File: config.mk
export PLATFORM = sky130hd
export DESIGN_NAME = rob_commit
export DESIGN_NICKNAME = d
export VERILOG_FILES = /design/src/rtl/rob_commit.sv
export SDC_FILE = /design/constraint.sdc
export NUM_CORES = 1
export LEC_CHECK = 0
export CAP_MARGIN = 25
export CORE_AREA = 4 4 140 142
export CTS_CLUSTER_SIZE = 14
export DETAILED_ROUTE_END_ITERATION = 16
export DIE_AREA = 0 0 144 146
export PLACE_DENSITY = 0.73
export SLEW_MARGIN = 10
export SYNTH_ARGS = -nofsm -noshare
export SYNTH_HDL_FRONTEND = slang
export SYNTH_SLANG_ARGS = --single-unit
File: constraint.sdc
create_clock -name clk -period 17.5 [get_ports clk]
set_input_delay 2.625 -clock clk [delete_from_list [all_inputs] [get_ports clk]]
set_output_delay 2.625 -clock clk [all_outputs]
set_load 0.05 [all_outputs]
File: src/rtl/rob_commit.sv
// rtl/rob_commit.sv - in-order ROB retire stage: retire, drain store, or flush on mispredict.
// Optional RVFI retirement trace is enabled with `define ROB_COMMIT_RVFI_EN.
package rob_pkg;
  localparam int ROB_IDX_W = 4;
  typedef enum logic [1:0] {rob_wait = 2'd0, done = 2'd1, rob_exc = 2'd2} rob_status_t;
  typedef enum logic [1:0] {op_alu = 2'd0, op_br = 2'd1, op_ld = 2'd2, op_st = 2'd3} op_type_t;
  typedef struct packed {
    logic                 valid;
    rob_status_t          status;
    op_type_t             op_type;
    logic [31:0]          pc;
    logic [31:0]          pc_new;
    logic [31:0]          insn;
    logic                 br_en;
    logic                 prediction;
    logic                 regf_we;
    logic [4:0]           rd_addr;
    logic [31:0]          rd_data;
    logic [ROB_IDX_W-1:0] rob_idx;
    logic [31:0]          mem_addr;
    logic [31:0]          mem_wdata;
    logic [3:0]           mem_wmask;
  } rob_entry_t;
endpackage

module rob_commit
  import rob_pkg::*;
#(
  parameter int ROB_DEPTH    = 16,
  parameter int FLUSH_CYCLES = 2
) (
  input  logic                         clk,
  input  logic                         rst,
  input  rob_entry_t                   rob_head_i,
  output logic                         dequeue_o,
  output logic                         flush_o,
  output logic [31:0]                  pc_redirect_o,
  output logic                         regf_we_o,
  output logic [4:0]                   rd_addr_o,
  output logic [31:0]                  rd_data_o,
  output logic [$clog2(ROB_DEPTH)-1:0] rd_rob_idx_o,
  output logic                         store_req_o,
  output logic [31:0]                  store_addr_o,
  output logic [31:0]                  store_wdata_o,
  output logic [3:0]                   store_wmask_o,
  input  logic                         store_ack_i,
`ifdef ROB_COMMIT_RVFI_EN
  output logic                         rvfi_valid,
  output logic [63:0]                  rvfi_order,
  output logic [31:0]                  rvfi_pc_rdata,
  output logic [31:0]                  rvfi_pc_wdata,
  output logic [31:0]                  rvfi_insn,
  output logic [4:0]                   rvfi_rd_addr,
  output logic [31:0]                  rvfi_rd_wdata,
  output logic [31:0]                  rvfi_mem_addr,
  output logic [31:0]                  rvfi_mem_wdata,
  output logic [3:0]                   rvfi_mem_wmask,
`endif
  output logic                         commit_busy_o
);
  localparam int IDX_W = $clog2(ROB_DEPTH);

  typedef enum logic [1:0] {RUN = 2'd0, STORE_WAIT = 2'd1, FLUSH = 2'd2} state_t;

  state_t      state, state_nxt;
  logic [3:0]  flush_cnt;
  logic        head_ready, is_store, is_misp, retire, rd_wr;
  logic [31:0] next_pc;

  assign head_ready = rob_head_i.valid && (rob_head_i.status == done);
  assign is_store   = head_ready && (rob_head_i.mem_wmask != 4'd0);
  assign is_misp    = head_ready && (rob_head_i.op_type == op_br) &&
                      (rob_head_i.br_en != rob_head_i.prediction);
  assign next_pc    = (rob_head_i.op_type == op_br && rob_head_i.br_en) ?
                      rob_head_i.pc_new : rob_head_i.pc + 32'd4;
  assign rd_wr      = rob_head_i.regf_we && (rob_head_i.rd_addr != 5'd0);
  // A flushing branch still retires: its link register is written like any other.
  assign retire     = dequeue_o || flush_o;

  always_ff @(posedge clk or posedge rst) begin
    if (rst) begin
      state     <= RUN;
      flush_cnt <= 4'd0;
    end else begin
      state <= state_nxt;
      if (state == RUN && is_misp)
        flush_cnt <= 4'(FLUSH_CYCLES);
      else if (state == FLUSH)
        flush_cnt <= flush_cnt - 4'd1;
    end
  end

  always_comb begin
    state_nxt = state;
    case (state)
      RUN: begin
        if (is_store)
          state_nxt = STORE_WAIT;
        else if (is_misp)
          state_nxt = FLUSH;
      end
      STORE_WAIT: if (store_ack_i) state_nxt = RUN;
      FLUSH:      if (flush_cnt <= 4'd1) state_nxt = RUN;
      default:    state_nxt = RUN;
    endcase
  end

  // Gated by rst so nothing retires while reset is held with a ready head.
  always_comb begin
    dequeue_o     = 1'b0;
    flush_o       = 1'b0;
    pc_redirect_o = 32'd0;
    if (!rst) begin
      case (state)
        RUN: begin
          dequeue_o = head_ready && !is_store && !is_misp;
          flush_o   = is_misp;
          if (is_misp)
            pc_redirect_o = next_pc;
        end
        STORE_WAIT: dequeue_o = store_ack_i;
        default: ;
      endcase
    end
  end

  assign commit_busy_o = (state != RUN);

  always_ff @(posedge clk or posedge rst) begin
    if (rst) begin
      regf_we_o     <= 1'b0;
      rd_addr_o     <= 5'd0;
      rd_data_o     <= 32'd0;
      rd_rob_idx_o  <= '0;
      store_req_o   <= 1'b0;
      store_addr_o  <= 32'd0;
      store_wdata_o <= 32'd0;
      store_wmask_o <= 4'd0;
    end else begin
      regf_we_o <= 1'b0;
      if (retire) begin
        regf_we_o    <= rd_wr;
        rd_addr_o    <= rob_head_i.rd_addr;
        rd_data_o    <= rob_head_i.rd_data;
        rd_rob_idx_o <= IDX_W'(rob_head_i.rob_idx);
      end
      if (state == RUN && is_store) begin
        store_req_o   <= 1'b1;
        store_addr_o  <= rob_head_i.mem_addr;
        store_wdata_o <= rob_head_i.mem_wdata;
        store_wmask_o <= rob_head_i.mem_wmask;
      end else if (state == STORE_WAIT && store_ack_i) begin
        store_req_o <= 1'b0;
      end
    end
  end

`ifdef ROB_COMMIT_RVFI_EN
  logic [63:0] order_cnt;

  always_ff @(posedge clk or posedge rst) begin
    if (rst) begin
      order_cnt      <= 64'd0;
      rvfi_valid     <= 1'b0;
      rvfi_order     <= 64'd0;
      rvfi_pc_rdata  <= 32'd0;
      rvfi_pc_wdata  <= 32'd0;
      rvfi_insn      <= 32'd0;
      rvfi_rd_addr   <= 5'd0;
      rvfi_rd_wdata  <= 32'd0;
      rvfi_mem_addr  <= 32'd0;
      rvfi_mem_wdata <= 32'd0;
      rvfi_mem_wmask <= 4'd0;
    end else begin
      rvfi_valid <= retire;
      if (retire) begin
        order_cnt      <= order_cnt + 64'd1;
        rvfi_order     <= order_cnt;
        rvfi_pc_rdata  <= rob_head_i.pc;
        rvfi_pc_wdata  <= next_pc;
        rvfi_insn      <= rob_head_i.insn;
        rvfi_rd_addr   <= rd_wr ? rob_head_i.rd_addr : 5'd0;
        rvfi_rd_wdata  <= rd_wr ? rob_head_i.rd_data : 32'd0;
        rvfi_mem_addr  <= rob_head_i.mem_addr;
        rvfi_mem_wdata <= rob_head_i.mem_wdata;
        rvfi_mem_wmask <= rob_head_i.mem_wmask;
      end
    end
  end
`else
  logic unused_insn;
  assign unused_insn = ^rob_head_i.insn;
`endif
endmodule
### After elaboration in Yosys (flattened, before gate mapping)

Cells that the tools add are included.

| operators by class | value |
|---|---|
| $add $sub $neg | 2 |
| order comparisons | 1 |
| eq/ne operators | 8 |
| muxes and demuxes | 18 |
| reductions and logical operators | 21 |

Operators by type and width:

| operator | count |
|---|---|
| 32-bit two-way mux | 4 |
| 32-bit by 3-bit adder with 32-bit output, second input constant | 1 |
| 1-bit logical AND | 11 |
| 2-bit two-way mux | 4 |
| 4-bit two-way mux | 2 |
| 2-bit by 1-bit == test with 1-bit output, second input constant | 3 |
| 1-bit two-way mux | 6 |
| 2-bit case mux with 3 select lines | 1 |
| 2-bit nonzero test | 3 |
| 5-bit nonzero test | 1 |
| 4-bit by 1-bit less-or-equal comparator with 1-bit output, second input constant | 1 |
| 4-bit nonzero test | 1 |
| 4-bit by 1-bit subtractor with 4-bit output, second input constant | 1 |
| 3-bit != test, second input constant | 1 |
| 3-bit AND reduction | 1 |
| 2-bit == test, second input constant | 1 |
| 1-bit logical NOT | 2 |
| 2-bit logical NOT | 1 |
| 2-bit by 1-bit != test with 1-bit output, second input constant | 1 |
| 2-bit != test, second input constant | 1 |
| 1-bit case mux with 2 select lines | 1 |
| 1-bit logical OR | 1 |
| 1-bit != test | 1 |

| storage, ports and cells | value |
|---|---|
| bits in registers | 117 |
| bits of input ports | 216 |
| output and inout port bits | 146 |
| logic and storage cells | 60 |

### Longest topological paths before layout

Gate-level depths: netlist (run 1).

| logic depth | value |
|---|---|
| depth after elaboration | 10 |
| depth in mapped cells | 7 |
| depth with buffers taken out | 5 |

### Worst setup path after synthesis (run 1)

No wires, ideal clock.

| timing | value |
|---|---|
| path kind | input to output |
| start | input rst |
| end | output pc_redirect_o[16] |
| arrival | 7.756 ns |
| required time | 14.875 ns |
| path slack | 7.119 ns |
| cell stages on the path | 5 |
| path buffers | 2 |
| path through | clkbuf_1 > inv_1 > clkbuf_1 > o211ai_1 > a31oi_1 |

| on the way | value |
|---|---|
| word-level cells in the longest chain between the ends | 1 |

RTL lines:

| element | RTL line | text |
|---|---|---|
| start: declaration | 33 | `input logic rst,` |
| 32-bit two-way mux | 113 | `if (!rst) begin` |
| end: declaration | 37 | `output logic [31:0] pc_redirect_o,` |

No other way between the ends.

### Final worst setup path (run 1)

| timing | value |
|---|---|
| start | input rob_head_i[182] (netlist name) |
| end | output pc_redirect_o[29] |

| on the way | value |
|---|---|
| word-level cells in the longest chain between the ends | 5 |

RTL lines:

| element | RTL line | text |
|---|---|---|
| start: declaration | 34 | `input rob_entry_t rob_head_i,` |
| 32-bit by 3-bit adder with 32-bit output | 75 | `rob_head_i.pc_new : rob_head_i.pc + 32'd4;` |
| 32-bit two-way mux | 74 | `assign next_pc = (rob_head_i.op_type == op_br && rob_head_i.br_en) ?` |
| 32-bit two-way mux | 118 | `if (is_misp)` |
| 32-bit two-way mux | 114 | `case (state)` |
| 32-bit two-way mux | 113 |  |

No other way between the ends.

==> reports/qor.txt, run 1 <==
Final Hold Fails - 0
Synth cell count leaders - 117 x dfrtp_1, 99 x nand2_1, 88 x o211ai_1
Rel. slew slack - 34.8%
Endpoints failing setup - 0
Post-cts gate resize count - 0
Setup TNS - 0 ns
FF+latch area - 0.00293 sq mm
Crit path required time - 14.88 ns
RSZ-0062 raised after global routing - no
Vias post-DR - 6,010
Maximum root-to-sink buffer count - 2
Largest net degree at the start of global routing - 105
Reg-to-reg slack, setup - 15.06 ns
Antenna viol nets, final - 0
Starting Density - 33.5%
Post-synthesis instance total - 607
DRC viols - 0
Initial antenna violation count - 1
WHS Endpoint - store_req_o
Global route overflow - 0
Area leader, netlist - dfrtp_1
Part of the cycle the worst path needs - 48.2%
Fin Clk Skew - 0.0116 ns
Yosys warns - 0
Syn_nets - 826
Pwr dens - 112 mW/mm^2
Synth Area in Compound Gates - 16.7%
Via density per instance - 5.18
Async set-reset flop share out of synthesis - 100%
Chip Width - 144 um
R2r startpoint - state[1]
Area share of fa/ha/maj cells after synthesis - 0.607%
FMAX - 0.119 GHz
Detailed Place HPWL - 15.6 mm
Crit path time final - 8.43 ns
WHS Path Cells - 2
Vias in the first global route - 5,994
Gr usage total - 19.9%
Cts bufs inserted - 17
Reg2Reg Depth - 5
Sinks on Clock Net - 117
Rows - 50
Leakage - 3.98 nW
Yosys cell types - 43
Tightest Pin Transition - 0.978 ns
Area Overhead vs Synth - 65.6%
Critical path class - input pin to primary output
Hold buffer count at CTS - 0
Post-placement cell count - 1,128
Worst reg2reg endpoint - rd_data_o[6]
Yosys top cell area share - 47.3%
Startpoint type of the worst setup path - input pin
Share of layout cells above drive strength 1 - 12.7%
Mapped Area - 0.00619 sq mm
Die Ht - 146 um
Routability cong. - 0.795
Ys flop type - dfrtp_1
Number of synthesized flops with an enable pin - 0
Number of port buffers - 329
Clk root buf - clkbuf_16
Top cells by area, synth - dfrtp_1 47%, mux2_2 11%, o211ai_1 11%, nand2_1 6.0%, mux2_4 2.2%
Worst hold path type - flop to flop
First-pass detailed-route iteration total - 4
Fin. max-slew vios - 0
Worst Path Max Fanout - 13
Ports - 362
First-pass GRT wire length - 32.9 mm
Post-synthesis simple-gate area fraction - 16.0%
Synthesis-stage register bit count - 117
DR WL/cell - 18.6 um
Layout fillers - 1,601
Max-cap violations - 0
Post-CTS Setup Bufs - 0
Core area - 0.0185 sq mm
CTS tree - yes
Syn Area/Cell - 10.2 sq um
Synth Area in XOR/XNOR - 2.41%
Peak supply drop - 0.0000551 V
Die area - 0.0210 sq mm
Min-delay src - store_req_o
Largest family of logic cells by synthesized area - compound AO/OA/AOI/OAI gates
Skew-Pair Late Insertion Delay - 0.41 ns
Worst-path clk slew - 0.05 ns
Post-Route WL - 21.6 mm
Cell Count, Final, Fillers Out - 1,161
Core Util, Final - 55.5%
Initial DRC count - 269
Top-count cell post-synth - dfrtp_1
Status - finished, final reports clean
Layout net count - 1,132
Max H-tree Level - 4
CP endpoint kind - primary output
Arr. time, crit path - 5.81 ns
Mux cell area share after synthesis - 12.9%
Multi-input combinational cell area - 0.00303 sq mm
Tot Pwr - 0.00115 W
Register area share after synthesis - 47.3%
## per-layer routing
metal | global-route usage, % | vias up | wire length [um]
met5 | 0 | - | 6
met3 | 6.74 | 24 | 1910
li1 | - | 2869 | -
met1 | 23.8 | 2868 | 8600
met4 | 6.59 | 2 | 357
met2 | 33.3 | 247 | 10700
## worst max-delay path by stage
stage                          startpoint                end  slack (ns)  depth (start not counted)
after global routing      rob_head_i[182]  pc_redirect_o[29]        8.86                          6
after CTS                 rob_head_i[178]  pc_redirect_o[30]        9.04                          7
final                     rob_head_i[182]  pc_redirect_o[29]        9.07                          6
after global placement    rob_head_i[182]  pc_redirect_o[29]        9.08                          6
after floorplan                       rst  pc_redirect_o[16]        7.12                          5
after detailed placement  rob_head_i[178]  pc_redirect_o[30]        9.05                          7
## logic make-up after synthesis
family,count (synthesis)
and+or+nand+nor,203
AOI/OAI and AO/OA,142
DFF,117
muxes,68
buffers and inverters,57
xor gates and xnor gates,17
adders and majority gates,3
## cell usage in the layout (no fill, tap or decap), drive strengths merged, types with 9 or more instances in the layout
cell	count
a211oi	15
clkbuf	17
inv	14
mux2	68
nand4	14
nand2	100
xor2	10
o211ai	88
or3	10
nor2	30
dfrtp	117
clkdlybuf4s50	328
nand3	13
o21ai	11
a311oi	9
## layout make-up
cell class                 count  area share, %
timing repair buffer         336           32.6
multi-input combinational    433           29.5
sequential                   117           28.6
clock buffer                  17           4.15
tap                          234           2.86
clock inverter                15           1.88
inverter                       8          0.342
antenna                        1         0.0244
## stage by stage
stage | worst slack [ns] | hold slack, ns | cell area [sq um]
after floorplan | 7.12 | 0.458 | 6190
after global placement | 9.08 | 0.461 | 9620
after detailed placement | 9.05 | 0.464 | 9620
after CTS | 9.04 | 0.477 | 10200
after global routing | 8.86 | 0.508 | 10200
final | 9.07 | 0.481 | 10200
## registers in the layout, indices dropped and copies added, names as in the netlist, 2 cells and up
name / count
flush_cnt: 4
store_addr_o: 32
state: 2
store_wmask_o: 4
rd_data_o: 32
rd_rob_idx_o: 4
rd_addr_o: 5
store_wdata_o: 32
## worst max-delay path, stage by stage
cell             delay, ns
clkdlybuf4s50_1       0.56
and3_1                0.45
nand4_1               0.50
or4_1                 0.55
a311oi_1              0.26
clkdlybuf4s50_1       0.85
## report_power, final
part | switching [W] | total [W] | internal [W]
combinational | 0.000262 | 0.000431 | 0.000169
clock | 0.000139 | 0.000366 | 0.000228
sequential | 0.0000302 | 0.000352 | 0.000322
total | 0.000431 | 0.00115 | 0.000719
No activity file was read; power rests on OpenSTA's default activity.
==> run 2: changes to the inputs <==
CORE_AREA = default   (was 4 4 140 142)
CORE_MARGIN = 4   (was default)
CORE_UTILIZATION = 35   (was default)
DIE_AREA = default   (was 0 0 144 146)
PLACE_DENSITY = 0.78   (was 0.73)
clock period = 7.04 ns   (was 17.5 ns; I/O delays follow)
==> reports/qor.txt, run 2 (same netlist as run 1, synthesis figures left out) <==
Most used routing layer - met2
Cts bufs inserted - 17
Fin Clk Skew - 0.00564 ns
DRC viols - 0
Critical path class - input pin to primary output
M1 GR Usage - 24.3%
Die area - 0.0199 sq mm
Ports - 362
Number of port buffers - 329
Max-cap violations - 0
FMAX - 0.189 GHz
Most common cell after layout, fill and taps aside - clkdlybuf4s50_1
Worst-path clk slew - 0.05 ns
Crit path required time - 5.98 ns
Most frequent cells in the layout - 328 x clkdlybuf4s50_1, 117 x dfrtp_1, 98 x nand2_1
Vias in the first global route - 6,136
Area Overhead vs Synth - 66.2%
Die Ht - 141 um
RSZ-0062 raised after global routing - no
Core area - 0.0173 sq mm
Post-CTS Setup Bufs - 0
FF+latch area - 0.00293 sq mm
Pwr dens - 285 mW/mm^2
Initial antenna violation count - 1
Endpoints failing setup - 0
Worst Setup EP - pc_redirect_o[29]
Global routing met2 resource utilization - 36.0%
Final worst slack - 1.75 ns
Reg-to-reg slack, setup - 4.66 ns
Sinks on Clock Net - 117
Peak supply drop - 0.000207 V
Crit path time final - 5.29 ns
CP bufs+invs - 2
Setup TNS - 0 ns
Cell chain of the critical path - clkdlybuf4s50_1, and3_1, nand4_1, or4_1, a311oi_1, clkdlybuf4s50_1
Critical Path Source - rob_head_i[182]
Chip Width - 141 um
Most frequent CP cell - clkdlybuf4s50_1
Multi-input combinational cell area - 0.00302 sq mm
Layout fillers - 1,455
Post-cts gate resize count - 0
Hold buffer count at CTS - 0
Global route overflow - 0
Startpoint type of the worst setup path - input pin
Part of the cycle the worst path needs - 75.2%
Gr usage total - 20.8%
CTS tree - yes
Tightest Pin Transition - 0.882 ns
Detailed Place HPWL - 15.7 mm
Worst Path Max Fanout - 13
Leakage - 4.00 nW
First-pass detailed-route iteration total - 4
Post-Route WL - 21.3 mm
Status - finished, final reports clean
Via density per instance - 5.22
Reg2Reg Depth - 5
Max H-tree Level - 4
CP top delay family - simple AND/OR/NAND/NOR gates
Dpl ws - 1.80 ns
Rel. slew slack - 41.2%
Skew-Pair Late Insertion Delay - 0.41 ns
Slowest CP cell - clkdlybuf4s50_1
Worst reg2reg endpoint - store_wdata_o[30]
Vias post-DR - 6,022
Starting Density - 35.8%
Met3 usage - 6.51%
Clk root buf - clkbuf_16
Rows - 48
Routability cong. - 0.856
WP depth - 6
Worst hold path type - flop to flop
Arr. time, crit path - 4.24 ns
Layout net count - 1,133
Top flop regs - rd_data_o: 32 flops, store_addr_o: 32 flops, store_wdata_o: 32 flops
DR WL/cell - 18.5 um
First-pass GRT wire length - 32.8 mm
Largest net degree at the start of global routing - 93
Maximum root-to-sink buffer count - 2
Antenna viol nets, final - 0
Share of layout cells above drive strength 1 - 12.8%
R2r startpoint - state[0]
Fin. max-slew vios - 0
Initial DRC count - 229
Largest stage delay, worst path - 0.86 ns
Final Hold Fails - 0
CP endpoint kind - primary output
run 2: final cells by class:
type | count | share of cell area [%]
antenna | 1 | 0.0243
sequential | 117 | 28.5
inverter | 8 | 0.341
clock buffer | 17 | 4.14
tap | 225 | 2.74
timing repair buffer | 337 | 32.6
clock inverter | 15 | 2.35
multi-input combinational | 433 | 29.4
run 2: worst min-delay path by stage:
stage / to / startpoint / slack [ns] / cells after the start
final: store_wdata_o[13] / store_wdata_o[13] / 0.50 / 1
after global routing: store_wdata_o[24] / store_wdata_o[24] / 0.51 / 1
after CTS: store_wdata_o[13] / store_wdata_o[13] / 0.50 / 1
after detailed placement: flush_cnt[3] / flush_cnt[3] / 0.49 / 1
after global placement: store_req_o / store_req_o / 0.47 / 2
after floorplan: flush_cnt[3] / flush_cnt[3] / 0.46 / 1
run 2: worst reg2reg max path, cell delays in order, from the launching register on:
cell and delay (ns):
dfrtp_1 0.47, nor2_4 0.18, inv_2 0.07, or3_2 0.70
buf_4 0.42, mux2_2 0.43
run 2: power breakdown:
group	internal, W	total [W]	switching [W]
sequential	0.000801	0.000877	0.0000758
combinational	0.000420	0.00107	0.000655
clock	0.000639	0.000981	0.000342
run 2: through the flow:
stage,util [%],total power (W),std cells,instance area [sq um],hold slack (ns)
4_1_cts,59.4,0.00297,1152,10300,0.504
6_report,59.5,0.00293,1153,10300,0.501
5_1_grt,59.5,0.00306,1153,10300,0.513
2_1_floorplan,-,0.00153,607,6190,0.458
3_5_place_dp,55.6,0.00197,1120,9620,0.487
3_3_place_gp,55.6,0.00195,1120,9620,0.472
run 2: per-layer routing:
metal | up-vias | routed length [um]
li1 | 2872 | -
met1 | 2853 | 8580
met2 | 260 | 10500
met3 | 37 | 1680
met4 | 0 | 590
met5 | - | 0
==> run 3: changes to the inputs <==
clock period = 4.4 ns   (was 7.04 ns; I/O delays follow)
==> reports/qor.txt, run 3 (same netlist as run 1, synthesis figures left out) <==
Most common cell after layout, fill and taps aside - clkdlybuf4s50_1
Final Hold Fails - 0
Setup TNS - 0 ns
DRC viols - 0
Worst-path clk slew - 0.06 ns
Part of the cycle the worst path needs - 87.5%
Core area - 0.0173 sq mm
Hold buffer count at CTS - 0
Fin. max-slew vios - 0
CTS tree - yes
FMAX - 0.260 GHz
Most frequent cells in the layout - 298 x clkdlybuf4s50_1, 117 x dfrtp_1, 98 x nand2_1
Reg2Reg Depth - 5
Peak supply drop - 0.000332 V
Global route overflow - 0
Sinks on Clock Net - 117
Max H-tree Level - 4
Number of port buffers - 329
Combinational share of power - 37.7%
Layout net count - 1,141
Maximum root-to-sink buffer count - 2
Post-CTS Setup Bufs - 0
Arr. time, crit path - 3.19 ns
Via density per instance - 5.23
Initial DRC count - 268
Post-Route WL - 21.0 mm
First-pass detailed-route iteration total - 4
Ports - 362
Area Overhead vs Synth - 66.8%
Initial antenna violation count - 1
Sequential Power Share - 30.6%
Hold Worst Slack - 0.259 ns
Die Ht - 141 um
Largest net degree at the start of global routing - 83
Routability cong. - 0.879
Status - finished, final reports clean
Rows - 48
Cell chain of the critical path - clkdlybuf4s50_1, and3_1, nand3_2, or3_1, a31oi_1, clkdlybuf4s50_1
Detailed Place HPWL - 15.4 mm
Max-cap violations - 0
Gr usage total - 20.5%
Rel. slew slack - 34.7%
Top flop regs - rd_data_o: 32 flops, store_addr_o: 32 flops, store_wdata_o: 32 flops
Multi-input combinational cell area - 0.00303 sq mm
Leakage - 4.11 nW
Layout fillers - 1,453
Startpoint type of the worst setup path - input pin
R2r startpoint - state[1]
Post-cts gate resize count - 0
Skew-Pair Late Insertion Delay - 0.41 ns
Endpoints failing setup - 0
Share of layout cells above drive strength 1 - 16.8%
Most frequent CP cell - clkdlybuf4s50_1
Fin Clk Skew - 0.0127 ns
Chip Width - 141 um
Switching power of the nets - 0.00171 W
Clock power frac - 31.7%
Vias post-DR - 6,071
Critical path class - input pin to primary output
Worst reg2reg endpoint - rd_data_o[25]
Pwr dens - 443 mW/mm^2
First-pass GRT wire length - 32.5 mm
Slowest CP cell - clkdlybuf4s50_1
Pint - 0.00286 W
Starting Density - 35.8%
Cts bufs inserted - 17
Clk root buf - clkbuf_16
Die area - 0.0199 sq mm
Crit path time final - 3.85 ns
Worst Path Max Fanout - 9
Vias in the first global route - 6,022
CP endpoint kind - primary output
Tightest Pin Transition - 0.980 ns
Largest stage delay, worst path - 0.83 ns
FF+latch area - 0.00293 sq mm
Crit path required time - 3.74 ns
Sw frac - 37.3%
Reg-to-reg slack, setup - 2.32 ns
RSZ-0062 raised after global routing - no
Worst hold path type - input pin to asynchronous set/reset pin
DR WL/cell - 18.1 um
Antenna viol nets, final - 0
==> run 3: cell count changes in the layout (fill, tap and decap cells not counted) <==
cell,delta
buf_4,+31
buf_16,+1
clkdlybuf4s50_1,-30
or3_4,+1
inv_6,+1
bufinv_16,-2
clkinv_2,+1
or3_2,-1
inv_8,-1
clkinv_4,+1
buf_12,+6
==> run 3: critical path: cells and delay by family <==
kind / cells / cell delay, ns
AND/OR/NAND/NOR: 3 / 0.98
AO/OA/AOI/OAI: 1 / 0.17
buffers and inverters: 2 / 1.38
==> run 3: worst max path at each step <==
stage,cells after the start,end,startpoint
2_1_floorplan,6,pc_redirect_o[28],rob_head_i[178]
6_report,6,pc_redirect_o[20],rob_head_i[182]
4_1_cts,6,pc_redirect_o[20],rob_head_i[182]
5_1_grt,6,pc_redirect_o[20],rob_head_i[182]
3_3_place_gp,6,pc_redirect_o[20],rob_head_i[182]
3_5_place_dp,6,pc_redirect_o[20],rob_head_i[182]
==> run 3: metrics by stage <==
stage / instances / power, W / cell area (sq um) / setup WS, ns / util (%)
floorplan: 607 / 0.00245 / 6190 / 0.652 / -
global placement: 1127 / 0.00311 / 9670 / 0.570 / 55.9
detailed placement: 1127 / 0.00315 / 9670 / 0.570 / 55.9
CTS: 1159 / 0.00462 / 10300 / 0.569 / 59.5
global route: 1161 / 0.00476 / 10300 / 0.424 / 59.7
finish: 1161 / 0.00457 / 10300 / 0.551 / 59.7
==> run 3: per-layer routing <==
layer	track usage [%]	routed length, um	vias up	share of wire, %
met1	24.9	8440	2911	40
met2	35.2	10600	248	50
met4	5.35	301	0	1.4
li1	-	-	2893	-
met5	0	0	-	0
met3	6.45	1730	19	8.2
==> run 3: power by group through the flow <==
stage	clock network, W	registers [W]	logic, W
floorplan	0	0.00209	0.000359
global placement	0	0.00140	0.00171
detailed placement	0	0.00142	0.00173
CTS	0.00148	0.00140	0.00174
global route	0.00153	0.00143	0.00180
finish	0.00145	0.00140	0.00172
==> run 3: cell type report <==
type / instances / share of cell area [%]
clock inverters: 15 / 1.87
multi-input cells: 433 / 29.3
repair buffers: 345 / 33.2
clock buffers: 17 / 4.12
diodes: 1 / 0.0242
flip-flops and latches: 117 / 28.4
well taps: 225 / 2.73
inverters: 8 / 0.339
